## config.mk

```make
export PLATFORM = sky130hd
export DESIGN_NAME = key_debounce_multi_flat
export DESIGN_NICKNAME = d
export VERILOG_FILES = /design/src/rtl/key_debounce_multi_pkg.sv /design/src/rtl/key_debounce_multi_if.sv /design/src/rtl/key_debounce_ch.sv /design/src/rtl/key_debounce_multi.sv /design/src/flat_wrapper.sv
export SDC_FILE = /design/constraint.sdc
export NUM_CORES = 1
export LEC_CHECK = 0
export CAP_MARGIN = 0
export CORE_ASPECT_RATIO = 1.4
export CORE_MARGIN = 3
export CORE_UTILIZATION = 40
export CTS_CLUSTER_SIZE = 14
export DETAILED_ROUTE_END_ITERATION = 16
export DONT_BUFFER_PORTS = 1
export HOLD_SLACK_MARGIN = 0.12
export PLACE_DENSITY = 0.59
export SYNTH_ARGS = -nofsm -noshare
export SYNTH_HDL_FRONTEND = slang
export SYNTH_SLANG_ARGS = --single-unit
```

## constraint.sdc

```tcl
create_clock -name clk -period 3.6 [get_ports clk]
set_input_delay 0.72 -clock clk [delete_from_list [all_inputs] [get_ports clk]]
set_output_delay 0.72 -clock clk [all_outputs]
set_load 0.01 [all_outputs]
```

## src/rtl/key_debounce_multi_pkg.sv

```systemverilog
// rtl/key_debounce_multi_pkg.sv - shared types and helpers for the multi-key debouncer
package key_pkg;

  typedef enum logic [1:0] {
    RELEASED  = 2'd0,
    PRESSED   = 2'd1,
    LONG_HELD = 2'd2
  } key_state_e;

  function automatic int ms_to_cycles(input int clk_hz, input int ms);
    return clk_hz / 1000 * ms;
  endfunction

  // Pin level seen while the key is not pressed.
  function automatic logic released_level(input bit active_low);
    return active_low ? 1'b1 : 1'b0;
  endfunction

endpackage

```

## src/rtl/key_debounce_multi_if.sv

```systemverilog
// rtl/key_debounce_multi_if.sv - key pins in, debounced levels and event pulses out
interface key_debounce_multi_if #(
  parameter int N_KEYS = 4
);
  logic [N_KEYS-1:0] kin;
  logic [N_KEYS-1:0] kout;
  logic [N_KEYS-1:0] press_pulse;
  logic [N_KEYS-1:0] release_pulse;
  logic [N_KEYS-1:0] long_pulse;

  modport master (
    output kin,
    input  kout,
    input  press_pulse,
    input  release_pulse,
    input  long_pulse
  );

  modport slave (
    input  kin,
    output kout,
    output press_pulse,
    output release_pulse,
    output long_pulse
  );
endinterface

```

## src/rtl/key_debounce_ch.sv

```systemverilog
// rtl/key_debounce_ch.sv - one key channel: synchroniser, debounce filter, hold FSM, pulses
module key_debounce_ch
  import key_pkg::*;
#(
  parameter int DEB_CYC    = 5,
  parameter int LONG_CYC   = 20,
  parameter int ACTIVE_LOW = 1
) (
  input  logic clk,
  input  logic rst,
  input  logic kin_i,
  output logic kout_o,
  output logic press_o,
  output logic release_o,
  output logic long_o
);

  localparam int   DW      = $clog2(DEB_CYC);
  localparam int   HW      = $clog2(LONG_CYC);
  localparam logic REL_LVL = released_level(ACTIVE_LOW != 0);

  logic          sync1_q, sync2_q;
  logic [DW-1:0] deb_cnt_q, deb_cnt_d;
  logic [HW-1:0] hold_cnt_q, hold_cnt_d;
  key_state_e    state_q, state_d;
  logic          press_q, press_d;
  logic          release_q, release_d;
  logic          long_q, long_d;
  logic          pressed_raw;
  logic          kout;
  logic          differ;
  logic          flip;

  // XOR with the released level maps the pin to 1 = pressed for either polarity.
  assign pressed_raw = sync2_q ^ REL_LVL;
  assign kout        = (state_q != RELEASED);
  assign differ      = (pressed_raw != kout);
  assign flip        = differ && (deb_cnt_q == DW'(DEB_CYC - 1));

  always_ff @(posedge clk) begin
    if (rst) begin
      sync1_q    <= REL_LVL;
      sync2_q    <= REL_LVL;
      deb_cnt_q  <= '0;
      hold_cnt_q <= '0;
      state_q    <= RELEASED;
      press_q    <= 1'b0;
      release_q  <= 1'b0;
      long_q     <= 1'b0;
    end else begin
      sync1_q    <= kin_i;
      sync2_q    <= sync1_q;
      deb_cnt_q  <= deb_cnt_d;
      hold_cnt_q <= hold_cnt_d;
      state_q    <= state_d;
      press_q    <= press_d;
      release_q  <= release_d;
      long_q     <= long_d;
    end
  end

  always_comb begin
    deb_cnt_d  = '0;
    state_d    = state_q;
    hold_cnt_d = hold_cnt_q;
    press_d    = 1'b0;
    release_d  = 1'b0;
    long_d     = 1'b0;

    if (differ && !flip) begin
      deb_cnt_d = deb_cnt_q + DW'(1);
    end

    // A debounced release always wins over a long-press threshold on the same edge.
    case (state_q)
      RELEASED: begin
        hold_cnt_d = '0;
        if (flip) begin
          state_d = PRESSED;
          press_d = 1'b1;
        end
      end
      PRESSED: begin
        if (flip) begin
          state_d    = RELEASED;
          release_d  = 1'b1;
          hold_cnt_d = '0;
        end else if (hold_cnt_q == HW'(LONG_CYC - 1)) begin
          state_d = LONG_HELD;
          long_d  = 1'b1;
        end else begin
          hold_cnt_d = hold_cnt_q + HW'(1);
        end
      end
      LONG_HELD: begin
        if (flip) begin
          state_d    = RELEASED;
          release_d  = 1'b1;
          hold_cnt_d = '0;
        end
      end
      default: begin
        state_d    = RELEASED;
        hold_cnt_d = '0;
      end
    endcase
  end

  assign kout_o    = kout;
  assign press_o   = press_q;
  assign release_o = release_q;
  assign long_o    = long_q;

endmodule

```

## src/rtl/key_debounce_multi.sv

```systemverilog
// rtl/key_debounce_multi.sv - N independent debounced key channels with press/release/long pulses
module key_debounce_multi
  import key_pkg::*;
#(
  parameter int N_KEYS      = 4,
  parameter int CLK_HZ      = 100_000_000,
  parameter int DEBOUNCE_MS = 10,
  parameter int LONG_MS     = 1000,
  parameter int ACTIVE_LOW  = 1
) (
  input  logic                 clk,
  input  logic                 rst,
  key_debounce_multi_if.slave  key_if
);

  localparam int DEB_CYC  = ms_to_cycles(CLK_HZ, DEBOUNCE_MS);
  localparam int LONG_CYC = ms_to_cycles(CLK_HZ, LONG_MS);

  if (N_KEYS < 1) begin : g_bad_nkeys
    $error("key_debounce_multi: N_KEYS must be at least 1");
  end
  if (DEB_CYC < 2) begin : g_bad_deb
    $error("key_debounce_multi: debounce time must be at least 2 clock cycles");
  end
  if (LONG_CYC <= DEB_CYC) begin : g_bad_long
    $error("key_debounce_multi: long-press time must exceed debounce time");
  end

  for (genvar i = 0; i < N_KEYS; i++) begin : g_ch
    key_debounce_ch #(
      .DEB_CYC    (DEB_CYC),
      .LONG_CYC   (LONG_CYC),
      .ACTIVE_LOW (ACTIVE_LOW)
    ) u_ch (
      .clk       (clk),
      .rst       (rst),
      .kin_i     (key_if.kin[i]),
      .kout_o    (key_if.kout[i]),
      .press_o   (key_if.press_pulse[i]),
      .release_o (key_if.release_pulse[i]),
      .long_o    (key_if.long_pulse[i])
    );
  end

endmodule

```

## src/flat_wrapper.sv

```systemverilog
// flat-port wrapper written by rule: the top's interface ports become plain ports
module key_debounce_multi_flat import key_pkg::*;
#(
  parameter int N_KEYS      = 4,
  parameter int CLK_HZ      = 100_000_000,
  parameter int DEBOUNCE_MS = 10,
  parameter int LONG_MS     = 1000,
  parameter int ACTIVE_LOW  = 1
)
  (clk, rst, key_if_kin, key_if_kout, key_if_press_pulse, key_if_release_pulse, key_if_long_pulse);
  key_debounce_multi_if #(.N_KEYS(N_KEYS)) key_if_i ();
  input  logic clk;
  input  logic rst;
  input wire logic [$bits(key_if_i.kin)-1:0] key_if_kin;
  output wire logic [$bits(key_if_i.kout)-1:0] key_if_kout;
  output wire logic [$bits(key_if_i.press_pulse)-1:0] key_if_press_pulse;
  output wire logic [$bits(key_if_i.release_pulse)-1:0] key_if_release_pulse;
  output wire logic [$bits(key_if_i.long_pulse)-1:0] key_if_long_pulse;
  assign key_if_i.kin = key_if_kin;
  assign key_if_kout = key_if_i.kout;
  assign key_if_press_pulse = key_if_i.press_pulse;
  assign key_if_release_pulse = key_if_i.release_pulse;
  assign key_if_long_pulse = key_if_i.long_pulse;
  key_debounce_multi #(.N_KEYS(N_KEYS), .CLK_HZ(CLK_HZ), .DEBOUNCE_MS(DEBOUNCE_MS), .LONG_MS(LONG_MS), .ACTIVE_LOW(ACTIVE_LOW)) u_core (.clk(clk), .rst(rst), .key_if(key_if_i));
endmodule
```

After elaboration in Yosys (flattened, before gate mapping)
Index checks and enable logic that the tools add are counted.
{ "classes": {"n_addsub": 8, "eq_ne": 36, "n_mux": 44, "bitwise_logic": 20, "n_reduce_logical": 48} }
{ "ops": {"columns": ["operator", "n"], "rows": [
  ["27-bit two-way mux", 12],
  ["27-bit case mux with 2 select lines", 4],
  ["27-bit by 1-bit adder with 27-bit output (second input constant)", 4],
  ["27-bit == test (second input constant)", 4],
  ["20-bit by 1-bit adder with 20-bit output (second input constant)", 4],
  ["20-bit == test (second input constant)", 4],
  ["2-bit two-way mux", 16],
  ["2-bit OR reduction", 16],
  ["3-bit != test (second input constant)", 8],
  ["2-bit case mux with 3 select lines", 4],
  ["1-bit inverter", 20],
  ["2-bit != test (second input constant)", 8],
  ["3-bit AND reduction", 4],
  ["3-bit OR reduction", 4],
  ["2-bit by 1-bit == test with 1-bit output (second input constant)", 4],
  ["2-bit == test (second input constant)", 4],
  ["1-bit logical AND", 8],
  ["2-bit logical NOT", 4],
  ["1-bit two-way mux", 8],
  ["2-bit AND reduction", 4],
  ["2-bit nonzero test", 4],
  ["1-bit logical NOT", 4],
  ["1-bit != test", 4]
]} }
{ "totals": {"regBits": 216, "input_bits": 6, "wordCells": 188} }

Depth between registers and ports, before layout
{ "logic_depth": {"word_depth": 7, "ltp_mapped": 10} }

Modules after synthesis
A second synthesis with hierarchy kept.
{ "hier_totals": {"cells_unflattened": 1298, "area_unflattened_um2": 10998.0} }
{ "modules_own_cells": {"columns": ["mod", "n_inst", "cells_per_inst", "area_per_inst_um2", "seq_area_each_um2"], "rows": [
  ["key_debounce_ch (u_core.g_ch[0].u_ch ...)", 2, 326, 2788.9, 1081.0],
  ["key_debounce_ch (u_core.g_ch[3].u_ch)", 1, 331, 2781.4, 1081.0],
  ["key_debounce_ch (u_core.g_ch[1].u_ch)", 1, 315, 2638.8, 1081.0]
]} }

Least setup slack after synthesis
Ideal clock, no wire load.
{ "synth_timing": {"path_type": "reg-to-reg", "from": "register u_core.g_ch[3].u_ch.hold_cnt_q[9]", "to": "register u_core.g_ch[3].u_ch.hold_cnt_q[7]", "setup_ns": 0.139, "t_arrival_ns": 2.366, "setup_slack_ns": 1.095, "stages_incl_launch_ff": 8, "n_path_buf": 1, "synth_period_minus_slack_ns": 2.505, "path_cell_list": "dfxtp_1 > or4_1 > or4_4 > o41a_4 > or2_0 > buf_6 > a41oi_2 > nor3_2"} }
{ "synth_via": {"elab_chain_len": 3} }
{ "synth_lines": {"columns": ["item", "line", "rtl"], "rows": [
  ["from (decl)", "key_debounce_ch.sv:24", "logic [HW-1:0] hold_cnt_q, hold_cnt_d;"],
  ["from (signal assigned)", "key_debounce_ch.sv:54", "hold_cnt_q <= hold_cnt_d;"],
  ["27-bit == test", "key_debounce_ch.sv:88", "end else if (hold_cnt_q == HW'(LONG_CYC - 1)) begin"],
  ["3-bit != test (no line)", null, null],
  ["2-bit AND reduction (no line)", null, null]
]} }
No other way between the ends.
A chain may end at the register's enable or synchronous reset.

Final worst setup path
{ "layout_timing": {"from": "register u_core.g_ch[3].u_ch.hold_cnt_q[9]", "to": "register u_core.g_ch[3].u_ch.hold_cnt_q[11]"} }
{ "layout_via": {"elab_chain_len": 4} }
{ "layout_lines": {"columns": ["item", "line", "rtl"], "rows": [
  ["27-bit by 1-bit adder with 27-bit output", "key_debounce_ch.sv:92", "hold_cnt_d = hold_cnt_q + HW'(1);"],
  ["27-bit two-way mux", "key_debounce_ch.sv:88", null],
  ["27-bit two-way mux", "key_debounce_ch.sv:84", "if (flip) begin"],
  ["27-bit case mux with 2 select lines", "key_debounce_ch.sv:75", "case (state_q)"]
]} }
Parallel ways exist; a longest one is shown, timed or not. The select of a mux whose other input is x is not followed.

==> results.yml <==
route:
  viasPerCell: 5.66
  routedWlPerCell_um: 14.9
  vias: 9111
  drc: 0
  drt_iter0_markers: 454
  antenna_left: 0
  firstDrtPassIters: 5
  routed_wirelength_um: 24000
clock_network:
  cts.repair.resized: 0
  post-cts-setup-buffers: 0
  cts-buffers-inserted: 24
  tritoncts: "done"
  clkLatencyLatePin_ns: 0.53
  htree_levels: 1
  cts_sinks: 216
  clkTransAtPathRegs_ns: 0.06
  clockBufferDepth: 3
  cts_hold_buf: 0
  ctsRootBufferMaster: "clkbuf_16"
timing:
  maxSlewViolCount: 0
  hold_viol: 0
  period_needed_ns: 2.78
  fmax_mhz: 360
  setup_violations: 0
  period_share: 0.773
  slew_headroom: 0.346
  fin_setup_tns_ns: 0
  worst_slew_pin_slew_ns: 0.966
  final.setup_skew_ns: 0.0250
  rsz0062_at_grt: "no"
global_route:
  antenna_found_initial: 0
  gr-max-usage-layer: "met2"
  met2_usage: 0.292
  use_met1: 0.206
  grt_overflow: 0
  met3_usage: 0.0257
  track_usage: 0.166
  grt_pass1_wl_um: 40500
  grt_start_max_net_pins: 30
  grt_pass1_vias: 8586
hold_path:
  hold_path.class: "input pin to register"
  holdCritStartpoint: "rst"
run_status:
  status: "finished, final reports clean"
yosys:
  yosysWarnings: 0
  synthTopCellsByArea: "dfxtp_1 (41%), nor2_1 (6.4%), xor2_1 (4.7%), nand2_1 (4.4%), nand3_1 (3.5%)"
  synth_xor_xnor_area_share: 0.0726
  yosysTopAreaCell: "dfxtp_1"
  ys.flop_type: "dfxtp_1"
  yosys.area_share.simple: 0.312
  synth_enable_flop_cells: 0
  synth.avg_cell_area_um2: 8.17
  synth_top_cell_area_share: 0.407
  synth.area.mux_share: 0.00212
  ys_types: 78
  synth_seq_cells: 216
  synth-seq-area-share: 0.407
  synthesis.nets: 1326
  synth-compound-area-share: 0.142
  netlist_area_mm2: 0.0106
  ys_async_sr_fraction: 0
  synth_cells: 1300
  synth-adder-area-share: 0.0236
  synth_top_family_by_area: "simple AND/OR/NAND/NOR gates"
setup_path:
  crit_end: "u_core.g_ch[3].u_ch.hold_cnt_q[11]$_SDFFE_PP0P_"
  cpMaxStageDelayCell: "or4_1"
  worst-path-max-fanout: 8
  r2r-start: "u_core.g_ch[3].u_ch.hold_cnt_q[9]$_SDFFE_PP0P_"
  path_class: "register to register"
  ff2ff_setup_slack_ns: 0.82
  reg2reg_depth: 6
  start_kind: "register"
  r2r_end: "u_core.g_ch[3].u_ch.hold_cnt_q[11]$_SDFFE_PP0P_"
  startpoint: "u_core.g_ch[3].u_ch.hold_cnt_q[9]$_SDFFE_PP0P_"
  crit_required_ns: 3.98
  endpoint_kind: "register"
  arrival_ns: 3.17
  path_cells: "or4_1, or4_4, o41a_4, or2_0, a31oi_1, nor3_1"
  cpPeakStageDelay_ns: 0.57
floorplan:
  num_rows: 69
  die_w_um: 144
  fp.dieH_um: 199
  io_pins: 22
  core_area_mm2: 0.0257
  start_util: 0.413
  die_area_mm2: 0.0286
place:
  portBuffers: 0
  dp_cells: 1567
  gp_congestion: 0.912
  hpwlAfterDp_um: 16500
cells_and_area:
  finalNetCount: 1300
  stdcell_count: 1609
  antenna_cells: 0
  syn_to_final_growth_pct: 8.71
  n_fill_cell: 2619
  final_util: 0.449
  layout-drive-gt1-share: 0.0620
power_and_ir_drop:
  peakVddDrop_v: 0.000298
  power_leakage_nw: 3.70
  finalPower_mw: 4.78
  cellPowerDensity_mw_per_mm2: 415
run:
  maxCapViolCount: 0
[layout by cell type, fill, tap and decap left out, types with 6 or more instances in the layout]
cell type,instances
a31oi_1,18
nor2_1,182
nand2_1,124
a211oi_1,9
a311oi_1,6
nand3_1,75
a21o_1,7
or3_1,23
nand4_1,28
nor4b_1,6
clkbuf_16,24
and4_1,19
a21oi_1,69
and2_1,6
o21ai_0,57
clkbuf_1,8
and3_1,43
o31ai_1,6
nor3_1,47
buf_4,8
xnor2_1,31
xor2_1,57
o211ai_1,10
inv_1,31
ha_1,20
nor4_1,24
nand2b_1,8
dfxtp_1,216
or2_2,14
or4_1,6
nand4b_1,7
[synth_stat cells, types with 3 or more instances]
cell,count
a31oi_1,18
or4_1,6
a21oi_1,69
xnor2_1,31
clkbuf_1,38
or2_2,14
o31ai_1,6
a31o_2,3
o211ai_1,10
a311oi_1,6
nand3_1,75
nand3b_1,3
nor4bb_1,5
nand4b_1,7
nand4_1,28
o2111ai_1,5
or3b_2,3
nor2b_1,5
a21o_1,7
ha_1,20
or4bb_1,3
inv_1,31
nor4_1,25
and4_1,19
nor2_1,182
and2_1,6
a41oi_1,6
buf_1,3
and3_1,43
nand2b_1,8
nor4b_1,6
a211oi_1,9
dfxtp_1,216
nand2_1,124
buf_4,16
a22o_1,5
or3_1,23
xor2_1,57
o21ai_0,57
nor3_1,47
o31a_1,3
[per-layer routing]
layer  part of all wire  wire (um)
met1               0.45      10900
met2               0.49      11800
met3              0.036        853
met4              0.019        464
met5                  0          0
[through the flow]
| stage | hold slack [ns] | worst slack (ns) | instance area (um^2) |
|---|---|---|---|
| CTS | 0.233 | 0.854 | 11500 |
| finish | 0.259 | 0.818 | 11500 |
| detailed placement | 0.399 | 0.865 | 10800 |
| global route | 0.235 | 0.620 | 11500 |
| global placement | 0.395 | 0.868 | 10800 |
| floorplan | 0.389 | 1.09 | 10600 |
[how the worst min path moves through the flow]
stage / cells after the start / endpoint
floorplan: 1 / u_core.g_ch[0].u_ch.sync2_q$_SDFF_PP1_
global placement: 1 / u_core.g_ch[3].u_ch.sync2_q$_SDFF_PP1_
detailed placement: 1 / u_core.g_ch[3].u_ch.sync2_q$_SDFF_PP1_
CTS: 1 / u_core.g_ch[2].u_ch.hold_cnt_q[20]$_SDFFE_PP0P_
global route: 1 / u_core.g_ch[2].u_ch.press_o$_SDFF_PP0_
finish: 1 / u_core.g_ch[2].u_ch.press_o$_SDFF_PP0_
[where the power goes]
part | internal, mW | switching, mW | total (mW)
combinational | 0.00847 | 0.0233 | 0.0318
sequential | 2.40 | 0.00303 | 2.40
clock | 1.37 | 0.989 | 2.35
total | 3.77 | 1.02 | 4.78
[registers in the layout (all words and copies together) (netlist names)]
| register | count |
|---|---|
| u_core.g_ch.u_ch.deb_cnt_q | 80 |
| u_core.g_ch.u_ch.hold_cnt_q | 108 |
| u_core.g_ch.u_ch.long_o | 4 |
| u_core.g_ch.u_ch.press_o | 4 |
| u_core.g_ch.u_ch.release_o | 4 |
| u_core.g_ch.u_ch.state_q | 8 |
| u_core.g_ch.u_ch.sync1_q | 4 |
| u_core.g_ch.u_ch.sync2_q | 4 |
[cell families (layout without fill, tap and decap cells)]
logic type | count (synthesis) | count (layout)
buf+inv | 93 | 83
xor+xnor | 88 | 88
simple gates | 648 | 648
mux | 2 | 2
flops | 216 | 216
compound gates | 233 | 233
fa+ha+maj | 20 | 20
[worst max-delay path: cells and delay by family (launching register included)]
kind / cells / cell delay [ns]
AND/OR/NAND/NOR: 4 / 1.62
AO/OA/AOI/OAI: 2 / 0.66
flip-flops: 1 / 0.35
[cell type report]
cell class / count / area (um^2) / share of cell area
clock buffers: 35 / 672 / 0.0582
clock inverters: 7 / 75.1 / 0.00651
inverters: 33 / 124 / 0.0107
multi-input cells: 991 / 5890 / 0.510
flip-flops and latches: 216 / 4320 / 0.375
well taps: 319 / 399 / 0.0346
repair buffers: 8 / 60.1 / 0.00520
(Power assumes the default switching activity.)
